**src/rtl/fetch_sequencer.sv**
```systemverilog
// Fetch front end: issues 8-byte I-cache requests, tags and buffers responses for the aligner.
// Define FETCH_SEQ_PERF_CNT_EN to add saturating issue/drop performance counters.
module fetch_sequencer #(
  parameter logic [31:0] RESET_PC        = 32'h8000_0000,
  parameter int unsigned MAX_OUTSTANDING = 2
) (
  input  logic        i_clk,
  input  logic        i_rst_n,
  input  logic        i_redirect,
  input  logic [31:0] i_redirect_pc,
  input  logic        i_stall,
  output logic        o_req_valid,
  output logic [31:0] o_req_pc,
  input  logic        i_req_ready,
  input  logic        i_resp_valid,
  input  logic [63:0] i_resp_data,
  input  logic        i_resp_fault,
  output logic        o_valid,
  output logic [31:0] o_pc,
  output logic [63:0] o_data,
  output logic        o_fault,
  output logic        o_flush
`ifdef FETCH_SEQ_PERF_CNT_EN
  ,
  output logic [31:0] o_perf_issue_cnt,
  output logic [31:0] o_perf_drop_cnt
`endif
);

  localparam int unsigned PtrW = (MAX_OUTSTANDING > 1) ? $clog2(MAX_OUTSTANDING) : 1;
  localparam logic [PtrW-1:0] LastPtr = PtrW'(MAX_OUTSTANDING - 1);
  localparam logic [3:0] MaxCredit = 4'(MAX_OUTSTANDING);

  localparam logic [1:0] StBoot = 2'd0;
  localparam logic [1:0] StRun  = 2'd1;
  localparam logic [1:0] StHalt = 2'd2;

  function automatic logic [PtrW-1:0] ptr_inc(input logic [PtrW-1:0] p);
    return (p == LastPtr) ? '0 : p + PtrW'(1);
  endfunction

  logic [1:0]  state_q, state_d;
  logic [31:0] fetch_pc_q, fetch_pc_d;
  logic [2:0]  outstanding_q, outstanding_d;
  logic [2:0]  drop_cnt_q, drop_cnt_d;

  // Tag FIFO holds the PC of each live (non-stale) in-flight request.
  logic [31:0]     tag_mem_q [MAX_OUTSTANDING];
  logic [31:0]     tag_mem_d [MAX_OUTSTANDING];
  logic [PtrW-1:0] tag_wr_q, tag_wr_d, tag_rd_q, tag_rd_d;

  // Response FIFO entry: {pc, data, fault}.
  logic [96:0]     rsp_mem_q [MAX_OUTSTANDING];
  logic [96:0]     rsp_mem_d [MAX_OUTSTANDING];
  logic [PtrW-1:0] rsp_wr_q, rsp_wr_d, rsp_rd_q, rsp_rd_d;
  logic [2:0]      rsp_cnt_q, rsp_cnt_d;

  logic [3:0]  credit;
  logic        issue, resp_keep, resp_drop, tag_pop, pop;
  logic [96:0] head;

  always_comb begin
    credit      = {1'b0, outstanding_q} + {1'b0, rsp_cnt_q};
    o_req_valid = (state_q == StRun) & ~i_redirect & (credit < MaxCredit);
    o_req_pc    = fetch_pc_q;
    o_flush     = i_redirect;
    issue       = o_req_valid & i_req_ready;
    resp_keep   = i_resp_valid & ~i_redirect & (drop_cnt_q == 3'd0) & (state_q != StHalt);
    resp_drop   = i_resp_valid & ~resp_keep;
    tag_pop     = i_resp_valid & (drop_cnt_q == 3'd0);
    head        = rsp_mem_q[rsp_rd_q];
    o_valid     = (rsp_cnt_q != 3'd0);
    o_pc        = o_valid ? head[96:65] : 32'h0;
    o_data      = o_valid ? head[64:1]  : 64'h0;
    o_fault     = o_valid & head[0];
    pop         = o_valid & ~i_stall;
  end

  always_comb begin
    state_d       = state_q;
    fetch_pc_d    = fetch_pc_q;
    outstanding_d = outstanding_q + 3'(issue) - 3'(i_resp_valid);
    drop_cnt_d    = drop_cnt_q;
    tag_mem_d     = tag_mem_q;
    tag_wr_d      = tag_wr_q;
    tag_rd_d      = tag_rd_q;
    rsp_mem_d     = rsp_mem_q;
    rsp_wr_d      = rsp_wr_q;
    rsp_rd_d      = rsp_rd_q;
    rsp_cnt_d     = rsp_cnt_q + 3'(resp_keep) - 3'(pop);

    unique case (state_q)
      StBoot:  state_d = StRun;
      StRun:   if (resp_keep && i_resp_fault) state_d = StHalt;
      StHalt:  state_d = StHalt;
      default: state_d = StBoot;
    endcase

    if (issue) begin
      fetch_pc_d          = {fetch_pc_q[31:3] + 29'd1, 3'b000};
      tag_mem_d[tag_wr_q] = fetch_pc_q;
      tag_wr_d            = ptr_inc(tag_wr_q);
    end
    if (tag_pop) tag_rd_d = ptr_inc(tag_rd_q);
    if (i_resp_valid && drop_cnt_q != 3'd0) drop_cnt_d = drop_cnt_q - 3'd1;

    if (resp_keep) begin
      rsp_mem_d[rsp_wr_q] = {tag_mem_q[tag_rd_q], i_resp_data, i_resp_fault};
      rsp_wr_d            = ptr_inc(rsp_wr_q);
    end
    if (pop) rsp_rd_d = ptr_inc(rsp_rd_q);

    // Redirect: everything in flight becomes stale, buffered blocks are discarded.
    if (i_redirect) begin
      state_d    = StRun;
      fetch_pc_d = i_redirect_pc & 32'hFFFF_FFFC;
      drop_cnt_d = outstanding_q - 3'(i_resp_valid);
      tag_wr_d   = '0;
      tag_rd_d   = '0;
      rsp_wr_d   = '0;
      rsp_rd_d   = '0;
      rsp_cnt_d  = 3'd0;
    end
  end

  always_ff @(posedge i_clk or negedge i_rst_n) begin
    if (!i_rst_n) begin
      state_q       <= StBoot;
      fetch_pc_q    <= RESET_PC;
      outstanding_q <= 3'd0;
      drop_cnt_q    <= 3'd0;
      tag_wr_q      <= '0;
      tag_rd_q      <= '0;
      rsp_wr_q      <= '0;
      rsp_rd_q      <= '0;
      rsp_cnt_q     <= 3'd0;
    end else begin
      state_q       <= state_d;
      fetch_pc_q    <= fetch_pc_d;
      outstanding_q <= outstanding_d;
      drop_cnt_q    <= drop_cnt_d;
      tag_wr_q      <= tag_wr_d;
      tag_rd_q      <= tag_rd_d;
      rsp_wr_q      <= rsp_wr_d;
      rsp_rd_q      <= rsp_rd_d;
      rsp_cnt_q     <= rsp_cnt_d;
    end
  end

  // Storage needs no reset: reads are gated by the pointers and counts.
  always_ff @(posedge i_clk) begin
    tag_mem_q <= tag_mem_d;
    rsp_mem_q <= rsp_mem_d;
  end

`ifdef FETCH_SEQ_PERF_CNT_EN
  logic [31:0] perf_issue_q, perf_issue_d, perf_drop_q, perf_drop_d;

  always_comb begin
    perf_issue_d = perf_issue_q;
    perf_drop_d  = perf_drop_q;
    if (issue && perf_issue_q != 32'hFFFF_FFFF) perf_issue_d = perf_issue_q + 32'd1;
    if (resp_drop && perf_drop_q != 32'hFFFF_FFFF) perf_drop_d = perf_drop_q + 32'd1;
  end

  always_ff @(posedge i_clk or negedge i_rst_n) begin
    if (!i_rst_n) begin
      perf_issue_q <= 32'd0;
      perf_drop_q  <= 32'd0;
    end else begin
      perf_issue_q <= perf_issue_d;
      perf_drop_q  <= perf_drop_d;
    end
  end

  assign o_perf_issue_cnt = perf_issue_q;
  assign o_perf_drop_cnt  = perf_drop_q;
`else
  logic unused_resp_drop;
  assign unused_resp_drop = resp_drop;
`endif

`ifndef SYNTHESIS
  resp_without_request_a: assert property (@(posedge i_clk) disable iff (!i_rst_n)
    i_resp_valid |-> (outstanding_q != 3'd0));
`endif

endmodule

```
**config.mk**
```make
export PLATFORM = sky130hd
export DESIGN_NAME = fetch_sequencer
export DESIGN_NICKNAME = d
export VERILOG_FILES = /design/src/rtl/fetch_sequencer.sv
export SDC_FILE = /design/constraint.sdc
export NUM_CORES = 1
export LEC_CHECK = 0
export CAP_MARGIN = 10
export CORE_ASPECT_RATIO = 1.1
export CORE_MARGIN = 2
export CORE_UTILIZATION = 52
export DETAILED_ROUTE_END_ITERATION = 10
export PLACE_DENSITY = 0.88
export SLEW_MARGIN = 25
export SYNTH_ARGS = -nofsm -noshare
export SYNTH_HDL_FRONTEND = slang
export SYNTH_SLANG_ARGS = --single-unit
```
**constraint.sdc**
```tcl
create_clock -name i_clk -period 7.12 [get_ports i_clk]
set_input_delay 1.78 -clock i_clk [delete_from_list [all_inputs] [get_ports i_clk]]
set_output_delay 1.78 -clock i_clk [all_outputs]
set_load 0.005 [all_outputs]
```
==> metrics.md, run 1 <==
| Metric | Value |
|---|---|
| Post-CTS resize count | `0` |
| WP depth | `6` |
| Relative slew slack | `0.345` |
| DRC errors left | `0` |
| Remaining Overflow, GRT | `0` |
| Worst Path Max Fanout | `4` |
| Share of post-route cells with drive strength above 1 | `0.101` |
| Post-synthesis mux area share | `0.113` |
| MaxCap Viol Count | `0` |
| Root buffer cell | `clkbuf_16` |
| Unrepaired setup endpoints after global routing | `false` |
| Hold/Removal Path Class | `reg -> reg` |
| Mapped Cells | `784` |
| Slowest stage delay, CP | `0.58 ns` |
| Sink Count | `295` |
| Routed via count | `7040` |
| Final hold vios | `0` |
| Drt pass-1 iters | `5` |
| GPL Wtd Cong | `0.808` |
| Number of global-route vias before repair | `7094` |
| Post-DR vias/cell | `5.26` |
| WP data arrival | `3.00 ns` |
| Crit path cell chain | `inv_1 -> fa_1 -> or3b_4 -> a21oi_1 -> nor4b_1 -> clkdlybuf4s50_1` |
| CTS Buf Count | `28` |
| CP bufs+invs | `2` |
| Post-Syn Area | `0.0120 mm²` |
| HPWL Detailed | `15500 µm` |
| First-pass GRT wire length | `37100 µm` |
| Startpoint Class | `register` |
| Filler Cell Count | `1561` |
| Pwr per Cell Area | `351 mW/mm²` |
| Clock transition at the registers of the reported paths | `0.06 ns` |
| Initial Util | `0.527` |
| Async SR Flop Fraction | `0.153` |
| Reg-to-reg startpoint | `outstanding_q[1]` |
| Die area | `0.0243 mm²` |
| Die Y | `163 µm` |
| Sequential-to-total area share from yosys stat | `0.721` |
| Cell row count | `58` |
| I/O Buffers | `228` |
| Area growth, synth to finish | `29.3%` |
| Simple-gate share of the synthesized area | `0.0788` |
| Crit-path slowest cell | `clkdlybuf4s50_1` |
| Post-synth EDFFs | `250` |
| Distinct cells, synth | `53` |
| Post-synth top flop | `edfxtp_1` |
| Setup TNS Final | `0 ns` |
| Dpl ws | `2.25 ns` |
| Cells after DPL | `1286` |
| Total Routed Length | `24000 µm` |
| Ant. Diodes | `0` |
| Detailed Route Iter0 Violations | `503` |
| Clk buf depth | `3` |
| Hold Buf Count CTS | `0` |
| CTS tree | `yes` |
| Worst R2R Setup Slack | `3.77 ns` |
| H-Tree Depth | `1` |
| Tot GR Track Use | `0.195` |
| Worst-Skew Late Latency | `0.54 ns` |
| Footprint of the multi-input gates | `0.00312 mm²` |
| Fin area | `0.0155 mm²` |
| Seq cells post-synth | `295` |
| R2R depth | `12` |
| CP top delay family | `simple AND/OR/NAND/NOR gates` |
| Die width | `149 µm` |
| DP Area | `0.0145 mm²` |
| Routed WL per cell | `17.9 µm` |
| Synthesized-area fraction occupied by adder cells | `0.0196` |
| Non-filler cells, final | `1338` |
| Critical Path Start | `outstanding_q[1]` |
| Final period utilization | `0.671` |
| Critical Path RT | `5.34 ns` |
| Leading cell types in the layout, fill and taps excluded | `250 x edfxtp_1, 226 x clkdlybuf4s50_1, 112 x nor2_1, 98 x mux2i_1, 43 x dfrtp_1` |
| Post-route minimum period | `4.78 ns` |
| Fin. max-slew vios | `0` |
| Critical Path Sink Type | `primary output` |
| Fmax | `0.209 GHz` |
| Initial antenna violation count | `0` |
| Xor/xnor share of the synthesized area | `0.0241` |
| Commonest non-fill, non-tap cell in the layout | `edfxtp_1` |
| Crit path kind | `reg -> out` |
| Fin nets | `1136` |
| Pin count of the biggest net entering global routing | `93` |
| Largest family of logic cells by synthesized area | `multiplexers` |
| ANT nets after route | `0` |
| Max IR drop VDD | `0.300 mV` |
| Setup Skew | `0.00948 ns` |
| Post-CTS setup buffers | `0` |
| Crit path to | `o_req_valid` |
| Complex-gate fraction of the synthesized area | `0.0225` |
| Ports | `235` |
| YS warnings | `0` |
| Final WS setup | `2.34 ns` |
| Register area | `0.00864 mm²` |
| Finish-stage setup viols | `0` |
| LEAKAGE | `5.35 nW` |
| Outcome | `finished clean` |
| Reg2reg end | `outstanding_q[2]` |
| Core area | `0.0227 mm²` |
| Worst-margin pin slew | `0.983 ns` |
| Mean cell area of the mapped netlist | `15.3 µm²` |
-- per-stage QoR --
stage | util | hold WS [ns] | total power (W)
floorplan | - | 0.486 | 0.00307
global placement | 0.641 | 0.511 | 0.00398
detailed placement | 0.641 | 0.541 | 0.00402
CTS | 0.681 | 0.557 | 0.00549
global route | 0.681 | 0.583 | 0.00570
finish | 0.681 | 0.553 | 0.00543
-- worst min-delay path, stage by stage, from the launching register on --
cell     delay (ns)
dfrtp_1        0.37
mux2i_1        0.09
nand2_1        0.07
-- logic make-up (layout without fill, tap and decap cells) --
kind of cell / count (synthesis) / in the layout
buffers and inverters: 56 / 307
XOR/XNOR: 33 / 33
adder cells (fa/ha/maj): 17 / 17
AND/OR/NAND/NOR: 211 / 211
flip-flops: 295 / 295
AO/OA/AOI/OAI: 40 / 40
multiplexers: 131 / 131
other: 1 / 4
-- where the power goes --
part | total, W | switching [W] | leakage (nW) | internal, W
Clock | 0.00147 | 0.000614 | 0.457 | 0.000851
Sequential | 0.00219 | 0.000151 | 2.80 | 0.00204
Combinational | 0.00177 | 0.000791 | 2.09 | 0.000982
-- synthesized netlist by cell type (2+ instances only) --
library cell | number | area (µm²)
inv_1 | 17 | 63.8
xnor2_1 | 17 | 149
buf_2 | 4 | 20.0
dfrtp_1 | 44 | 1100
nand2_1 | 40 | 150
o21ai_0 | 21 | 105
o21ai_1 | 3 | 15.0
nor2_1 | 114 | 428
xor2_1 | 16 | 140
a31oi_1 | 2 | 12.5
ha_1 | 14 | 175
nand3_1 | 14 | 70.1
mux2i_1 | 98 | 981
o211ai_1 | 2 | 15.0
nor3_1 | 6 | 30.0
edfxtp_1 | 250 | 7510
and3_1 | 4 | 25.0
buf_1 | 7 | 26.3
clkbuf_1 | 21 | 78.8
fa_1 | 3 | 60.1
mux2_2 | 33 | 372
or3_1 | 3 | 18.8
buf_4 | 6 | 45.0
nand4_1 | 15 | 93.8
a21oi_1 | 2 | 10.0
-- metal layers --
layer | global-route usage | up-vias | share of wire | wire [µm]
li1 | - | 3336 | - | -
met1 | 0.250 | 3407 | 0.41 | 9850
met5 | 0 | - | 0 | 0
met4 | 0.0632 | 0 | 0.026 | 628
met3 | 0.0372 | 50 | 0.065 | 1560
met2 | 0.339 | 247 | 0.50 | 11900
-- final cells by class --
class | count | share of cell area
multi-input cells | 436 | 0.202
inverters | 17 | 0.00412
well taps | 300 | 0.0243
clock buffers | 37 | 0.0508
repair buffers | 238 | 0.152
flip-flops and latches | 295 | 0.558
clock inverters | 15 | 0.00897
-- sequential cells by signal (all words and copies together), names as in the netlist, 2 cells and up --
signal / count
rsp_cnt_q: 3
o_req_pc: 30
tag_mem_q: 60
outstanding_q: 3
state_q: 2
drop_cnt_q: 3
rsp_mem_q: 190
-- how the worst min path moves through the flow --
stage,startpoint,end,cells past startpoint
after floorplan,o_req_pc[2],tag_mem_q[2],0
after global placement,state_q[0],state_q[0],2
after detailed placement,o_req_pc[2],tag_mem_q[34],0
after CTS,state_q[0],state_q[0],2
after global routing,tag_mem_q[16],rsp_mem_q[81],1
final,state_q[0],state_q[0],2
Note: power is estimated with default switching activity, not from simulation.
==> run 2: changes to the inputs <==
- CORE_UTILIZATION: 52 -> 47
- PLACE_DENSITY: 0.88 -> 0.85
- clock period: 7.12 -> 4.3 ns (I/O delays scaled with it)
==> run 2 against run 1 <==
Compared with the run above:
- clock skew shrank 0.00055 ns
- worst hold slack gained 0.00053 ns
- core utilization shrank 6.2 points
- cell area grew 0.78%
- final cell count grew 1.3%
- clock power grew 65%
- sequential power grew 65%
- flip-flop and latch count is the same
- critical path type unchanged
- largest power group unchanged
==> metrics.md, run 2 (same netlist as run 1, synthesis figures left out) <==
| Metric | Value |
|---|---|
| Clk buf depth | `3 (unchanged)` |
| Remaining Overflow, GRT | `0 (unchanged)` |
| Post-DR vias/cell | `5.25 (-0.20%)` |
| Max reg flops | `190 (unchanged)` |
| Root buffer cell | `clkbuf_16` |
| H-Tree Depth | `1 (unchanged)` |
| DRC errors left | `0 (unchanged)` |
| Tot GR Track Use | `0.179 (-0.0165)` |
| Fin. max-slew vios | `0 (unchanged)` |
| Dpl ws | `0.553 ns (-1.69 ns)` |
| Pwr per Cell Area | `582 mW/mm² (+66%)` |
| Fin nets | `1138 (+0.18%)` |
| Cell row count | `61 (+5.2%)` |
| Total Routed Length | `24900 µm (+3.9%)` |
| Setup Skew | `0.00893 ns (-0.000552 ns)` |
| Hold/Removal Path Class | `in -> async` |
| Ports | `235 (unchanged)` |
| Largest Register | `rsp_mem_q` |
| Area growth, synth to finish | `30.3%` |
| Leading cell types in the layout, fill and taps excluded | `250 x edfxtp_1, 226 x clkdlybuf4s50_1, 112 x nor2_1, 98 x mux2i_1, 43 x dfrtp_1` |
| Startpoint Class | `register` |
| LEAKAGE | `5.37 nW (+0.50%)` |
| Worst-Skew Late Latency | `0.53 ns (about the same)` |
| Max IR drop VDD | `0.407 mV (+36%)` |
| Finish-stage setup viols | `0 (unchanged)` |
| Worst-margin pin slew | `0.761 ns (-0.222 ns)` |
| Initial antenna violation count | `0 (unchanged)` |
| CP bufs+invs | `2 (unchanged)` |
| CTS Buf Count | `28 (unchanged)` |
| Unrepaired setup endpoints after global routing | `false` |
| Crit path kind | `reg -> out` |
| Hold Buf Count CTS | `0 (unchanged)` |
| Die area | `0.0268 mm² (+10%)` |
| Post-CTS resize count | `0 (unchanged)` |
| Initial Util | `0.475 (-0.0517)` |
| Outcome | `finished clean` |
| Routed via count | `7115 (+1.1%)` |
| Die width | `156 µm (+5.0%)` |
| Non-filler cells, final | `1355 (+1.3%)` |
| Die Y | `171 µm (+5.1%)` |
| CP top delay family | `simple AND/OR/NAND/NOR gates` |
| HPWL Detailed | `16300 µm (+5.5%)` |
| Post-CTS setup buffers | `0 (unchanged)` |
| Routed WL per cell | `18.4 µm (+2.5%)` |
| Pin count of the biggest net entering global routing | `97 (+4.3%)` |
| I/O Buffers | `228 (unchanged)` |
| CTS tree | `yes` |
| Hold_ws | `0.553 ns (+0.000526 ns)` |
| GPL Wtd Cong | `0.834 (+3.3%)` |
| Sink Count | `295 (unchanged)` |
| Post-route minimum period | `4.02 ns` |
| ANT nets after route | `0 (unchanged)` |
| Critical Path Sink Type | `primary output` |
| Setup TNS Final | `0 ns (unchanged)` |
| Relative slew slack | `0.493 (+0.148)` |
| Slowest stage delay, CP | `0.57 ns (about the same)` |
| MaxCap Viol Count | `0 (unchanged)` |
| Worst R2R Setup Slack | `0.96 ns (-2.81 ns)` |
| WP data arrival | `2.95 ns (-0.05 ns)` |
| Final period utilization | `0.935` |
| Ant. Diodes | `0 (unchanged)` |
| Commonest non-fill, non-tap cell in the layout | `edfxtp_1` |
| Final hold vios | `0 (unchanged)` |
| Final WS setup | `0.278 ns (-2.06 ns)` |
| Core area | `0.0252 mm² (+11%)` |
| Detailed Route Iter0 Violations | `380 (-24%)` |
| Crit path cell chain | `inv_1 -> fa_1 -> or3b_4 -> a21oi_1 -> nor4b_1 -> clkdlybuf4s50_1` |
| Drt pass-1 iters | `4 (-1)` |
| Clock transition at the registers of the reported paths | `0.06 ns (about the same)` |
| Worst Path Max Fanout | `4 (unchanged)` |
| Cells after DPL | `1303 (+1.3%)` |
| Number of global-route vias before repair | `7152 (+0.82%)` |
| Fmax | `0.249 GHz` |
| Critical Path RT | `3.22 ns (-2.12 ns)` |
| First-pass GRT wire length | `37400 µm (+0.69%)` |
| Share of post-route cells with drive strength above 1 | `0.100 (-0.00116)` |
| Crit-path slowest cell | `clkdlybuf4s50_1` |
run 2: worst paths after layout:
check,to,start,depth (start not counted)
setup / recovery,o_req_valid,outstanding_q[1],6
hold / removal,o_req_pc[29],i_rst_n,1
setup reg to reg,outstanding_q[2],outstanding_q[1],12
hold reg to reg,tag_rd_q,tag_rd_q,2
max in group asynchronous,rsp_rd_q,i_rst_n,1
min in group i_clk,tag_rd_q,tag_rd_q,2
run 2: metrics by stage:
stage / cell area [µm²] / power (W) / util
6_report: 15600 / 0.00908 / 0.619
5_1_grt: 15600 / 0.00953 / 0.619
4_1_cts: 15600 / 0.00920 / 0.619
3_5_place_dp: 14700 / 0.00675 / 0.582
3_3_place_gp: 14700 / 0.00666 / 0.582
2_1_floorplan: 12000 / 0.00508 / -
run 2: layout make-up:
| type | count | area [µm²] |
|---|---|---|
| sequential | 295 | 8640 |
| fill | 1828 | 9590 |
| clock inverter | 8 | 91.3 |
| timing repair buffer | 240 | 2450 |
| inverter | 17 | 63.8 |
| multi-input combinational | 436 | 3120 |
| clock buffer | 44 | 832 |
| tap | 315 | 394 |
run 2: where the power goes:
part | switching, W | total (W) | internal, W
sequential | 0.000236 | 0.00362 | 0.00338
combinational | 0.00137 | 0.00304 | 0.00167
clock | 0.000980 | 0.00242 | 0.00144
run 2: per-layer routing:
| metal | GRT usage | routed length (µm) | share of wire | up-vias |
|---|---|---|---|---|
| li1 | - | - | - | 3333 |
| met4 | 0.0546 | 525 | 0.021 | 0 |
| met2 | 0.328 | 12800 | 0.52 | 246 |
| met5 | 0 | 0 | 0 | - |
| met1 | 0.215 | 9890 | 0.40 | 3502 |
| met3 | 0.0328 | 1620 | 0.065 | 34 |
==> run 3: changes to the inputs <==
- CELL_PAD_IN_SITES_DETAIL_PLACEMENT: unset -> 0
- CELL_PAD_IN_SITES_GLOBAL_PLACEMENT: unset -> 1
- CORE_UTILIZATION: 47 -> 38
- PLACE_DENSITY: 0.85 -> 0.83
==> run 3 against run 2 <==
Compared with the run above:
- count of clock-buffer cells in the layout is 7 lower
- register-to-register slack got worse by 0.04 ns
- worst setup slack got worse by 0.036 ns
- sequential share of layout area decreased by 0.46 points
- fmax is 0.90% lower
- final cell count grew 7.7%
- power is 1.3% higher
- wire length is 0.47% higher
- first-iteration DRC count up 13%
- critical path type unchanged
- highest routed layer unchanged
==> metrics.md, run 3 (same netlist as run 1, synthesis figures left out) <==
| Metric | Value |
|---|---|
| Unrepaired setup endpoints after global routing | `false` |
| Hold/Removal Path Class | `in -> async` |
| Slowest stage delay, CP | `0.57 ns (about the same)` |
| Largest Register | `rsp_mem_q` |
| Post-CTS setup buffers | `0 (unchanged)` |
| MaxCap Viol Count | `0 (unchanged)` |
| Routed via count | `7012 (-1.4%)` |
| Cells after DPL | `1406 (+7.9%)` |
| Die Y | `190 µm (+11%)` |
| CTS Buf Count | `30 (+7.1%)` |
| Sink Count | `295 (unchanged)` |
| HPWL Detailed | `15900 µm (-2.9%)` |
| Post-route minimum period | `4.06 ns (+0.0365 ns)` |
| Hold Buf Count CTS | `0 (unchanged)` |
| Drt pass-1 iters | `5 (+1)` |
| Share of post-route cells with drive strength above 1 | `0.0982 (-0.00183)` |
| Post-DR vias/cell | `4.81 (-8.5%)` |
| Commonest non-fill, non-tap cell in the layout | `edfxtp_1` |
| Total Routed Length | `25000 µm (+0.47%)` |
| Outcome | `finished clean` |
| Critical Path Sink Type | `primary output` |
| Crit-path slowest cell | `clkdlybuf4s50_1` |
| Setup Skew | `0.00881 ns (-0.000121 ns)` |
| Final core utilization | `0.504 (-0.116)` |
| Worst Path Max Fanout | `4 (unchanged)` |
| Detailed Route Iter0 Violations | `428 (+13%)` |
| Max IR drop VDD | `0.356 mV (-12%)` |
| Fmax | `0.246 GHz (-0.90%)` |
| Finish-stage setup viols | `0 (unchanged)` |
| Ant. Diodes | `0 (unchanged)` |
| H-Tree Depth | `1 (unchanged)` |
| Routed WL per cell | `17.1 µm (-6.7%)` |
| WP data arrival | `2.98 ns (+0.03 ns)` |
| Fin. max-slew vios | `0 (unchanged)` |
| Non-filler cells, final | `1459 (+7.7%)` |
| DRC errors left | `0 (unchanged)` |
| First-pass GRT wire length | `38500 µm (+2.9%)` |
| Root buffer cell | `clkbuf_16` |
| ANT nets after route | `0 (unchanged)` |
| Relative slew slack | `0.487 (-0.00558)` |
| GPL Wtd Cong | `0.743 (-11%)` |
| I/O Buffers | `228 (unchanged)` |
| Final period utilization | `0.944 (+0.00848)` |
| Pwr per Cell Area | `585 mW/mm² (+0.49%)` |
| Pin count of the biggest net entering global routing | `98 (+1.0%)` |
| Clock transition at the registers of the reported paths | `0.06 ns (about the same)` |
| Post-CTS resize count | `0 (unchanged)` |
| Worst-Skew Late Latency | `0.54 ns (about the same)` |
| Core area | `0.0312 mm² (+24%)` |
| Remaining Overflow, GRT | `0 (unchanged)` |
| Crit path cell chain | `inv_1 -> fa_1 -> or3b_4 -> a21oi_1 -> nor4b_1 -> clkdlybuf4s50_1` |
| LEAKAGE | `5.37 nW (about the same)` |
| Crit path kind | `reg -> out` |
| Fin nets | `1138 (unchanged)` |
| Startpoint Class | `register` |
| Leading cell types in the layout, fill and taps excluded | `250 x edfxtp_1, 226 x clkdlybuf4s50_1, 112 x nor2_1, 98 x mux2i_1, 43 x dfrtp_1` |
| Max reg flops | `190 (unchanged)` |
| Area growth, synth to finish | `31.4%` |
| Final hold vios | `0 (unchanged)` |
| Clk buf depth | `3 (unchanged)` |
| Ports | `235 (unchanged)` |
| Die area | `0.0329 mm² (+23%)` |
| Initial antenna violation count | `0 (unchanged)` |
| Initial Util | `0.383 (-0.0919)` |
| Worst-margin pin slew | `0.769 ns (+0.00837 ns)` |
| Number of global-route vias before repair | `6843 (-4.3%)` |
| Setup TNS Final | `0 ns (unchanged)` |
| Critical Path RT | `3.22 ns (about the same)` |
| Cell row count | `68 (+11%)` |
| Die width | `173 µm (+11%)` |
| CTS tree | `yes` |
| Tot GR Track Use | `0.147 (-0.0318)` |
## run 3: final cells by class
cell class	instances	area, µm²
Multi-Input combinational cell	436	3120
Clock buffer	37	798
Fill cell	2628	15500
Clock inverter	16	178
Timing Repair Buffer	238	2400
Inverter	17	63.8
Sequential cell	295	8640
Tap cell	420	526
## run 3: metal layers
layer	track usage	share of wire	vias up
met4	0.0447	0.023	0
met3	0.0262	0.061	44
met1	0.207	0.46	3394
met2	0.235	0.46	242
met5	0	0	-
li1	-	-	3332
## run 3: final timing paths
| path | start | end | slack, ns | cells past startpoint |
|---|---|---|---|---|
| max | outstanding_q[1] | o_req_valid | 0.24 | 6 |
| min | i_rst_n | drop_cnt_q[1] | 0.54 | 1 |
| max reg2reg | outstanding_q[1] | outstanding_q[2] | 0.92 | 12 |
| min reg2reg | state_q[0] | state_q[0] | 0.55 | 2 |
| max in group asynchronous | i_rst_n | rsp_rd_q | 3.31 | 1 |
| min in group i_clk | state_q[0] | state_q[0] | 0.55 | 2 |
## run 3: worst max-delay path: cells and delay by family, from the launching register on
family / cells / cell delay [ns]
AND/OR/NAND/NOR: 2 / 0.75
buffers and inverters: 2 / 0.69
flip-flops: 1 / 0.44
AO/OA/AOI/OAI: 1 / 0.12
adder cells (fa/ha/maj): 1 / 0.45
## run 3: per-stage QoR
step / instance area [µm²] / hold WS (ns) / worst slack, ns / total power (W)
after floorplan: 12000 / 0.486 / 0.636 / 0.00508
after global placement: 14700 / 0.514 / 0.597 / 0.00671
after detailed placement: 14800 / 0.538 / 0.547 / 0.00676
after CTS: 15700 / 0.541 / 0.170 / 0.00935
after global routing: 15700 / 0.564 / 0.0343 / 0.00970
final: 15700 / 0.541 / 0.241 / 0.00920
## run 3: report_power, final
group	switching, W	leakage [nW]	internal, W
Clock	0.00102	0.471	0.00154
Sequential	0.000157	2.80	0.00338
Combinational	0.00144	2.10	0.00165
==> edit 1 (flow settings as in run 2) <==
Register the output `o_fault`, without a reset; this adds one clock of latency there. The other outputs are not delayed to match.
--- a/src/rtl/fetch_sequencer.sv
+++ b/src/rtl/fetch_sequencer.sv
@@ -34,6 +34,8 @@
   localparam logic [1:0] StBoot = 2'd0;
   localparam logic [1:0] StRun  = 2'd1;
   localparam logic [1:0] StHalt = 2'd2;
+
+  logic o_fault_d;
 
   function automatic logic [PtrW-1:0] ptr_inc(input logic [PtrW-1:0] p);
     return (p == LastPtr) ? '0 : p + PtrW'(1);
@@ -72,7 +74,7 @@
     o_valid     = (rsp_cnt_q != 3'd0);
     o_pc        = o_valid ? head[96:65] : 32'h0;
     o_data      = o_valid ? head[64:1]  : 64'h0;
-    o_fault     = o_valid & head[0];
+    o_fault_d   = o_valid & head[0];
     pop         = o_valid & ~i_stall;
   end
 
@@ -185,5 +187,9 @@
     i_resp_valid |-> (outstanding_q != 3'd0));
 `endif
 
+  always_ff @(posedge i_clk) begin
+    o_fault <= o_fault_d;
+  end
+
 endmodule
 
Behaviour: not the same (Yosys sat finds a counterexample within 4 cycles, from zero or initial values and one cycle with i_rst_n low).
==> edit 1 against run 2 <==
Synthesized cell count grew 0.13%. Non-clock buffer count shrank 2. Sequential share of layout area is essentially flat. Routed wire length shrank 2.2%. Power grew 1.8%. Synthesized area grew 0.17%. Design area grew 0.25%. Setup slack lost 0.091 ns. Sequential cell count grew 1.
==> edit 1: results (changes against run 2) <==
sequential cell area=8660 sq um (+0.23%); Lkg Pwr=5.40 nW (+0.42%); Sw Ratio=28.1% (-0.36 points); mux cell area share after synthesis=11.3% (-0.019 points); Synth Area in XOR/XNOR=2.41% (-0.0040 points); Non-clock buffering overhead=15.4% (-0.30 points); Non-clk bufs=238 (-0.83%); f_max=243 MHz (-2.2%); all-layer global routing usage=17.8% (-0.12 points); Setup WS pre-CTS=0.575 ns (+0.0219 ns); Filler Cell Count=1,861 (+1.8%); r2r setup slk=0.99 ns (+0.03 ns); clk tree area frac=6.28% (+0.36 points); status=finished, final reports clean; Layout area overhead=30.4% (about the same); CLK BUF=33 (-25%); Sw Pwr=0.00260 W (+0.48%); Hold WC Path Type=reg -> reg; layout cells sized above 1=10.0% (+0.019 points); via count=7,079 (-0.51%); Crit path largest cell delay=0.59 ns (+0.02 ns); Flop pwr share=39.1% (-0.7 points); Synth area leaders=edfxtp_1 63%, dfrtp_1 9.2%, mux2i_1 8.2%; skew final=0.00737 ns (-0.00155 ns); DIE AREA=26,800 sq um (+0.17%); first-pass GRT wire length=37,100 microns (-0.74%); multi-input combinational area share=20.0% (-0.050 points); number of clock sinks=296 (+0.34%)
==> edit 1: changes by cell type in the layout (fill, tap and decap cells not counted), sizes merged <==
cell / delta
bufinv: +4
inv: +1
dfxtp: +1
clkbuf: -11
buf: -2
clkinv: +5
==> edit 1: worst max-delay path, delay by kind of cell, from the launching register on <==
family          cells  cell delay, ns
buf+inv             2            0.70
compound gates      1            0.13
simple gates        2            0.79
flops               1            0.44
fa+ha+maj           1            0.44
==> edit 1: through the flow <==
| step | hold WS (ns) | instances |
|---|---|---|
| after floorplan | 0.453 | 788 |
| after global placement | 0.458 | 1302 |
| after detailed placement | 0.471 | 1302 |
| after CTS | 0.488 | 1353 |
| after global routing | 0.516 | 1353 |
| final | 0.484 | 1353 |
==> edit 1: layer usage <==
layer  track usage, %  up-vias  routed length [microns]
li1                 -     3332                        -
met1             23.0     3479                    10300
met2             30.5      231                    12000
met3             3.70       37                     1480
met4             5.19        0                      502
met5                0        -                        0
==> edit 2 (config.mk and constraints of run 2) <==
Without the edit above. Set the parameter `MAX_OUTSTANDING` to 1 (it was 2).
--- a/src/rtl/fetch_sequencer.sv
+++ b/src/rtl/fetch_sequencer.sv
@@ -2,7 +2,7 @@
 // Define FETCH_SEQ_PERF_CNT_EN to add saturating issue/drop performance counters.
 module fetch_sequencer #(
   parameter logic [31:0] RESET_PC        = 32'h8000_0000,
-  parameter int unsigned MAX_OUTSTANDING = 2
+  parameter int unsigned MAX_OUTSTANDING = 1
 ) (
   input  logic        i_clk,
   input  logic        i_rst_n,
Function: changed (Yosys sat finds a counterexample within 4 cycles, from zero or initial values and one cycle with i_rst_n low).
==> edit 2 against run 2 <==
Register-to-register slack improved by 0.06 ns. Routed wire length down 31%. Final cell count decreased by 29%. Sequential share of layout area is 8.3 points lower. Utilization increased by 6.3 points. Combinational power fell by 43%. Synthesized area decreased by 41%. Largest power group unchanged. Sequential cell count fell by 129. Die area fell by 40%. Power down 41%. Design area is 35% lower. Non-clock buffer count down 6. Setup slack improved by 0.059 ns.
==> edit 2: results (changes against run 2) <==
Crit path largest cell delay=0.59 ns (+0.02 ns); Clk. pwr=0.00157 W (-35%); Slew headroom=50.9% (+1.6 points); met1 usage=25.2% (+3.7 points); Pint=0.00387 W (-40%); met3 global-route usage=5.26% (+2.0 points); Lkg Pwr=3.71 nW (-31%); met1 wire length=6560 microns (-34%); pin count of the biggest net entering global routing=98 (+1.0%); Cell Count, Final, Fillers Out=962 (-29%); met3 WL=1330 microns (-18%); Post-synth top cells=125 x edfxtp_1, 97 x and2_1, 40 x dfrtp_1; drt pass-1 iters=5 (+1); Gate Count Post-Synth=525 (-33%); Comb. pwr=0.00172 W (-43%); Setup WS pre-CTS=0.415 ns (-0.139 ns); WL met2=8670 microns (-32%); WL final=17,100 microns (-31%); Placed Area=9530 sq um (-35%); status=finished, final reports clean; r2r setup slk=1.02 ns (+0.06 ns); first-pass GRT wire length=26,600 microns (-29%); Final GP Congestion=0.859 (+3.0%); Nets=874 (-23%); Async SR Flop Fraction=24.7% (+9.4 points); fin worst setup slack=0.337 ns (+0.0589 ns); crit path DAT=2.89 ns (-0.06 ns); # placed instances=930 (-29%); layout cells sized above 1=6.27% (-3.7 points); Filler Cell Count=1,020 (-44%); Worst-Skew Late Latency=0.42 ns (-0.11 ns); Post-synth EDFFs=125 (-50%); all-layer global routing usage=21.6% (+3.7 points); grt met2 use=37.2% (+4.4 points); DP Wirelength=12,300 microns (-25%); TritonCTS Buffers=17 (-39%)
## edit 2: changes by cell type after synthesis, sizes merged, moves of 7 or more
cell / run 2 / this run
a221o: 1 / 11
xor2: 16 / 1
and2: 2 / 97
o21ai: 24 / 9
inv: 17 / 24
xnor2: 17 / 5
mux2i: 98 / 3
nand2: 40 / 30
mux2: 33 / 0
a21o: 0 / 7
edfxtp: 250 / 125
a22oi: 0 / 9
nor2: 115 / 17
## edit 2: kinds of logic after synthesis
logic type | after synthesis | synth area share, %
adders and majority gates | 18 | 3.51
buffers and inverters | 52 | 3.29
and+or+nand+nor | 214 | 17.1
muxes | 3 | 0.425
xor gates and xnor gates | 6 | 0.744
AOI/OAI and AO/OA | 65 | 7.24
DFF | 166 | 67.7
other | 1 | 0.0531
## edit 2: final cells by class
class                           instances  area share, %
Multi-Input combinational cell        310           20.4
Inverter                               24          0.900
Timing Repair Buffer                  234           23.2
Tap cell                              196           2.42
Clock buffer                           17           4.19
Sequential cell                       166           47.1
Clock inverter                         15           1.86
